[config.mk]
export PLATFORM = sky130hd
export DESIGN_NAME = alu_exec_ctrl
export DESIGN_NICKNAME = d
export VERILOG_FILES = /design/src/rtl/alu_pkg.sv /design/src/rtl/alu_regfile.sv /design/src/rtl/alu_exec_ctrl.sv
export SDC_FILE = /design/constraint.sdc
export NUM_CORES = 1
export LEC_CHECK = 0
export CAP_MARGIN = 20
export CORE_MARGIN = 2
export CORE_UTILIZATION = 56
export CTS_CLUSTER_DIAMETER = 50
export CTS_CLUSTER_SIZE = 28
export DETAILED_ROUTE_END_ITERATION = 6
export MAX_ROUTING_LAYER = met4
export PLACE_DENSITY = 0.87
export SLEW_MARGIN = 20
export SYNTH_ARGS = -nofsm -noshare
export SYNTH_HDL_FRONTEND = slang
export SYNTH_SLANG_ARGS = --single-unit
[constraint.sdc]
create_clock -name clk -period 2.6 [get_ports clk]
set_clock_uncertainty 0.15 [all_clocks]
set_input_delay 0.39 -clock clk [delete_from_list [all_inputs] [get_ports clk]]
set_output_delay 0.39 -clock clk [all_outputs]
set_load 0.03 [all_outputs]
[src/rtl/alu_pkg.sv]
// Shared constants and state encoding for the alu execute controller
// and its register file.
package alu_pkg;

  localparam int NREGS = 8;
  localparam int DW    = 8;
  localparam int AW    = $clog2(NREGS);

  localparam logic [2:0] OP_ADD = 3'd0;
  localparam logic [2:0] OP_SUB = 3'd1;
  localparam logic [2:0] OP_AND = 3'd2;
  localparam logic [2:0] OP_OR  = 3'd3;
  localparam logic [2:0] OP_NOT = 3'd4;
  localparam logic [2:0] OP_XOR = 3'd5;
  localparam logic [2:0] OP_SHL = 3'd6;
  localparam logic [2:0] OP_SHR = 3'd7;

  typedef enum logic [1:0] {
    S_IDLE = 2'd0,
    S_READ = 2'd1,
    S_EXEC = 2'd2,
    S_WB   = 2'd3
  } state_t;

endpackage

[src/rtl/alu_regfile.sv]
// NREGS x DW register file: two registered read ports, one write port,
// and a combinational debug read port that sees the pre-write value.
module alu_regfile
  import alu_pkg::*;
(
  input  logic          clk,
  input  logic          rst,
  input  logic          rd_en,
  input  logic [AW-1:0] ra1,
  input  logic [AW-1:0] ra2,
  output logic [DW-1:0] rdata1,
  output logic [DW-1:0] rdata2,
  input  logic          we,
  input  logic [AW-1:0] wa,
  input  logic [DW-1:0] wdata,
  input  logic [AW-1:0] dbg_addr,
  output logic [DW-1:0] dbg_data
);

  logic [DW-1:0] mem [NREGS];

  always_ff @(posedge clk) begin
    if (rst) begin
      for (int i = 0; i < NREGS; i++) begin
        mem[i] <= '0;
      end
      rdata1 <= '0;
      rdata2 <= '0;
    end else begin
      if (we) begin
        mem[wa] <= wdata;
      end
      // Read data holds between reads so the alu operands stay put.
      if (rd_en) begin
        rdata1 <= mem[ra1];
        rdata2 <= mem[ra2];
      end
    end
  end

  assign dbg_data = mem[dbg_addr];

endmodule

[src/rtl/alu_exec_ctrl.sv]
// Multi-cycle execute controller feeding an external 8-bit alu; one
// command per four cycles, result and flags written back in WB.
//
//   state  | meaning
//   IDLE   | cmd_ready=1, latch command on handshake
//   READ   | registered read of rs1/rs2 into alu operand regs
//   EXEC   | alu inputs stable, capture alu_out and flags
//   WB     | write R[rd], result and flag registers
module alu_exec_ctrl
  import alu_pkg::*;
(
  input  logic          clk,
  input  logic          rst,
  input  logic          cmd_valid,
  output logic          cmd_ready,
  input  logic [2:0]    cmd_op,
  input  logic [AW-1:0] cmd_rd,
  input  logic [AW-1:0] cmd_rs1,
  input  logic [AW-1:0] cmd_rs2,
  input  logic          cmd_imm_en,
  input  logic [DW-1:0] cmd_imm,
  output logic [DW-1:0] alu_a,
  output logic [DW-1:0] alu_b,
  output logic [2:0]    alu_s,
  input  logic [DW-1:0] alu_out,
  input  logic          alu_z,
  input  logic          alu_n,
  input  logic          alu_c,
  input  logic          alu_v,
  output logic          done,
  output logic [DW-1:0] result,
  output logic          flag_z,
  output logic          flag_n,
  output logic          flag_c,
  output logic          flag_v,
  input  logic [AW-1:0] dbg_addr,
  output logic [DW-1:0] dbg_data
);

  state_t state_q, state_d;

  logic [2:0]    op_q;
  logic [AW-1:0] rd_q, rs1_q, rs2_q;
  logic          imm_en_q;
  logic [DW-1:0] imm_q;

  logic [2:0]    alu_s_q;
  logic          b_imm_sel_q;
  logic [DW-1:0] b_imm_q;

  logic [DW-1:0] res_q;
  logic          hz_q, hn_q, hc_q, hv_q;

  logic          rf_rd_en, rf_we, exec_cap;
  logic [DW-1:0] rf_rd1, rf_rd2;

  always_ff @(posedge clk) begin
    if (rst) begin
      state_q <= S_IDLE;
    end else begin
      state_q <= state_d;
    end
  end

  always_comb begin
    state_d   = state_q;
    cmd_ready = 1'b0;
    rf_rd_en  = 1'b0;
    exec_cap  = 1'b0;
    rf_we     = 1'b0;
    case (state_q)
      S_IDLE: begin
        cmd_ready = 1'b1;
        if (cmd_valid) state_d = S_READ;
      end
      S_READ: begin
        rf_rd_en = 1'b1;
        state_d  = S_EXEC;
      end
      S_EXEC: begin
        exec_cap = 1'b1;
        state_d  = S_WB;
      end
      S_WB: begin
        rf_we   = 1'b1;
        state_d = S_IDLE;
      end
      default: state_d = S_IDLE;
    endcase
  end

  always_ff @(posedge clk) begin
    if (rst) begin
      op_q        <= '0;
      rd_q        <= '0;
      rs1_q       <= '0;
      rs2_q       <= '0;
      imm_en_q    <= 1'b0;
      imm_q       <= '0;
      alu_s_q     <= '0;
      b_imm_sel_q <= 1'b0;
      b_imm_q     <= '0;
      res_q       <= '0;
      hz_q        <= 1'b0;
      hn_q        <= 1'b0;
      hc_q        <= 1'b0;
      hv_q        <= 1'b0;
      result      <= '0;
      flag_z      <= 1'b0;
      flag_n      <= 1'b0;
      flag_c      <= 1'b0;
      flag_v      <= 1'b0;
      done        <= 1'b0;
    end else begin
      if (cmd_valid && cmd_ready) begin
        op_q     <= cmd_op;
        rd_q     <= cmd_rd;
        rs1_q    <= cmd_rs1;
        rs2_q    <= cmd_rs2;
        imm_en_q <= cmd_imm_en;
        imm_q    <= cmd_imm;
      end
      // Operand-b select and alu_s load alongside the regfile read so all
      // three alu inputs change on the same edge and then hold.
      if (rf_rd_en) begin
        alu_s_q     <= op_q;
        b_imm_sel_q <= imm_en_q;
        b_imm_q     <= imm_q;
      end
      if (exec_cap) begin
        res_q <= alu_out;
        hz_q  <= alu_z;
        hn_q  <= alu_n;
        hc_q  <= alu_c;
        hv_q  <= alu_v;
      end
      if (rf_we) begin
        result <= res_q;
        flag_z <= hz_q;
        flag_n <= hn_q;
        flag_c <= hc_q;
        flag_v <= hv_q;
      end
      done <= rf_we;
    end
  end

  alu_regfile u_regfile (
    .clk      (clk),
    .rst      (rst),
    .rd_en    (rf_rd_en),
    .ra1      (rs1_q),
    .ra2      (rs2_q),
    .rdata1   (rf_rd1),
    .rdata2   (rf_rd2),
    .we       (rf_we),
    .wa       (rd_q),
    .wdata    (res_q),
    .dbg_addr (dbg_addr),
    .dbg_data (dbg_data)
  );

  assign alu_a = rf_rd1;
  assign alu_b = b_imm_sel_q ? b_imm_q : rf_rd2;
  assign alu_s = alu_s_q;

endmodule
==> run_results.csv <==
group,metric,value,unit
critical_path,reg2reg_depth,4,
worst_hold_path,min_path_type,"flip-flop to flip-flop",
timing,setup_viol,0,
timing,fin_crit_sh,96.8,%
cts,clk_transition_reported_paths,0.06,ns
power_and_ir_drop,p_int,4.97,mW
logic_synthesis,synth-edff-count,64,
global_route,grt_usage,28.7,%
detailed_routing,drtAntennaViolNets,0,
placed_design,place_hpwl,12.1,mm
cts,cts_tree,"built",
logic_synthesis,yosysTopAreaCellShare,27.7,%
cts,hold_buffers,0,
power_and_ir_drop,power_leakage,3.02,nW
global_route,grt_pass1_wl,27.1,mm
logic_synthesis,synth-main-ff-cell,"dfxtp_1",
floorplan,fp.dieArea,13300,um2
critical_path,startpoint_type,"flip-flop",
power_and_ir_drop,p_comb_share,27.8,%
floorplan,die_x,115,um
floorplan,ios,80,
critical_path,cp.arrival,1.98,ns
cts,cts_root_buffer,"clkbuf_16",
global_route,use_met1,31.1,%
global_route,use_met3,7.54,%
global_route,grt_max_degree,77,
floorplan,rows,40,
timing,hold_viol,0,
power_and_ir_drop,power_frac_clock,33.3,%
job,maxCapViolCount,0,
critical_path,required,2.06,ns
cts,worstSkewPairLatency,0.42,ns
finish,num-nets-final,700,
global_route,globalRouteOverflowTotal,0,
power_and_ir_drop,peakVddDrop,498,uV
floorplan,core,12100,um2
power_and_ir_drop,seq_power_share,38.9,%
placed_design,io_buffers,79,
worst_hold_path,whs_path_depth,2,
logic_synthesis,synth_nets,629,
worst_hold_path,hold_start,"op_q[1]",
logic_synthesis,synth_warnings,0,
timing,hold-worst-slack,0.309,ns
timing,slew_headroom,45.6,%
run_status,outcome,"finished clean",
global_route,grt_antenna_before_repair,0,
detailed_routing,vias_per_cell,5.85,
logic_synthesis,synth_area_per_cell,11.8,um2
cts,cts_sinks,140,
floorplan,start_util,57.4,%
finish,layout-drive-gt1-share,20.2,%
finish,fillers,865,
finish,areaGrowthSynthToFinish,20.6,%
power_and_ir_drop,power_density,864,nW/um2
timing,rsz0062_at_grt,"false",
cts,htree_num_levels,4,
critical_path,rr_startpoint,"state_q[1]",
detailed_routing,first_iter_violations,355,
power_and_ir_drop,switching_power,2.25,mW
logic_synthesis,ys_seq_area_share,49.7,%
placed_design,gp_congestion,1.01,
global_route,gr-usage-met2,48.5,%
critical_path,rr_endpoint,"u_regfile.mem[3][3]",
cts,cts_resized,1,
timing,fmax,397,MHz
worst_hold_path,min_to,"op_q[1]",
critical_path,endpoint_kind,"primary output",
detailed_routing,drc,0,
timing,slew_viol_final,0,
detailed_routing,vias,4891,
detailed_routing,drt-total-wl,17.5,mm
logic_synthesis,synth_seq_cells,140,
cts,numCtsBuffers,17,
cts,post_cts_buffers,0,
critical_path,startpoint,"b_imm_sel_q",
global_route,grt_pass1_vias,5127,
detailed_routing,firstDrtPassIters,5,
placed_design,postPlaceCellArea,7730,um2
critical_path,worst-path-max-fanout,9,
logic_synthesis,syn_area,6930,um2
timing,fin_crit,2.52,ns
critical_path,path_class,"flip-flop to primary output",
timing,tightest_slew,0.816,ns
logic_synthesis,syn_inst,585,
power_and_ir_drop,swShare,31.2,%
finish,n_antenna_cell,0,
finish,design_area,8360,um2
floorplan,fp.dieH,115,um
logic_synthesis,synth_area_leaders,"edfxtp_1, dfxtp_1, mux2i_1, mux2_2, and2_1",
critical_path,r2r_slack,0.48,ns
logic_synthesis,async_reset_ff_share,0,%
detailed_routing,post_drt_wl_per_cell,20.9,um
global_route,gr-max-usage-layer,"met2",
logic_synthesis,netlist-cell-type-count,37,
cts,cts_buffer_depth,2,
power_and_ir_drop,p_total,7.22,mW
logic_synthesis,synth_top_cell_by_area,"edfxtp_1",
cells by family (layout without fill, tap and decap cells):
kind of cell | after synthesis | in the layout | synth area share (%)
compound gates | 70 | 70 | 7.76
simple gates | 194 | 194 | 13.7
fa+ha+maj | 5 | 5 | 0.903
flops | 140 | 140 | 49.7
buf+inv | 43 | 126 | 5.02
mux | 133 | 133 | 23.0
state kept, by name, indices dropped and copies added, names as in the netlist, 8 cells and up:
signal	count
res_q	8
u_regfile.rdata2	8
u_regfile.mem	64
imm_q	8
b_imm_q	8
u_regfile.rdata1	8
result	8
final cells by class:
type | instances | area, um2 | share of cell area [%]
Timing Repair Buffer | 93 | 957 | 11.5
Sequential cell | 140 | 3440 | 41.2
Clock buffer | 23 | 522 | 6.24
Clock inverter | 8 | 76.3 | 0.913
Inverter | 2 | 7.51 | 0.0898
Tap cell | 168 | 210 | 2.52
Multi-Input combinational cell | 402 | 3140 | 37.6
worst max path at each step:
stage | end | slack (ns) | depth (start not counted)
after detailed placement | dbg_data[2] | -0.02 | 5
after CTS | alu_b[2] | 0.05 | 2
final | alu_b[5] | 0.08 | 2
after global placement | dbg_data[1] | -0.008 | 5
after global routing | alu_b[2] | 0.03 | 2
after floorplan | dbg_data[0] | 0.49 | 4
cells in the final DEF, fill, tap and decap left out, drive strengths merged, types with 22 or more instances in the layout:
cell	count
edfxtp	64
buf	22
nand2	47
clkdlybuf4s50	69
dfxtp	76
mux2i	69
mux2	48
and2	65
nor2	62
clkbuf	23
critical path: stages, from the launching register on:
cell and delay (ns):
dfxtp_1 0.57, mux2_2 0.39, clkdlybuf4s50_1 0.59
layer usage:
| metal | vias up | wire [um] |
|---|---|---|
| met5 | - | 0 |
| met4 | 0 | 842 |
| met3 | 56 | 1110 |
| met2 | 199 | 8870 |
| met1 | 2377 | 6670 |
| li1 | 2259 | - |
cell usage after synthesis, types with 3 or more instances:
| cell type | number |
|---|---|
| clkbuf_8 | 4 |
| a22oi_1 | 4 |
| mux2_2 | 48 |
| ha_1 | 5 |
| mux4_2 | 16 |
| dfxtp_1 | 76 |
| mux2i_1 | 69 |
| nor2_1 | 62 |
| edfxtp_1 | 64 |
| o22ai_1 | 12 |
| a211oi_2 | 9 |
| o221ai_1 | 4 |
| nand2_1 | 47 |
| nor2b_1 | 3 |
| and2_1 | 65 |
| buf_12 | 5 |
| buf_6 | 4 |
| buf_2 | 6 |
| a221o_1 | 12 |
| a21oi_1 | 21 |
| or2_2 | 8 |
| clkbuf_1 | 15 |
| a211oi_1 | 8 |
power by group through the flow:
stage          Clock, mW  Sequential, mW  Combinational (mW)
2_1_floorplan          0            2.85                1.43
3_3_place_gp           0            2.82                1.95
3_5_place_dp           0            2.84                1.99
4_1_cts             2.43            2.80                2.01
5_1_grt             2.53            2.83                2.16
6_report            2.41            2.81                2.01
metrics by stage:
stage | std cells | setup WS [ns] | setup TNS [ns] | utilization, %
final | 836 | 0.0827 | 0 | 69.3
after global routing | 836 | 0.0261 | 0 | 69.3
after CTS | 836 | 0.0538 | 0 | 69.3
after detailed placement | 804 | -0.0181 | -0.0333 | 64.1
after global placement | 804 | -0.00846 | -0.0107 | 64.1
after floorplan | 585 | 0.489 | 0 | -
Note: power is estimated with default switching activity, not from simulation.
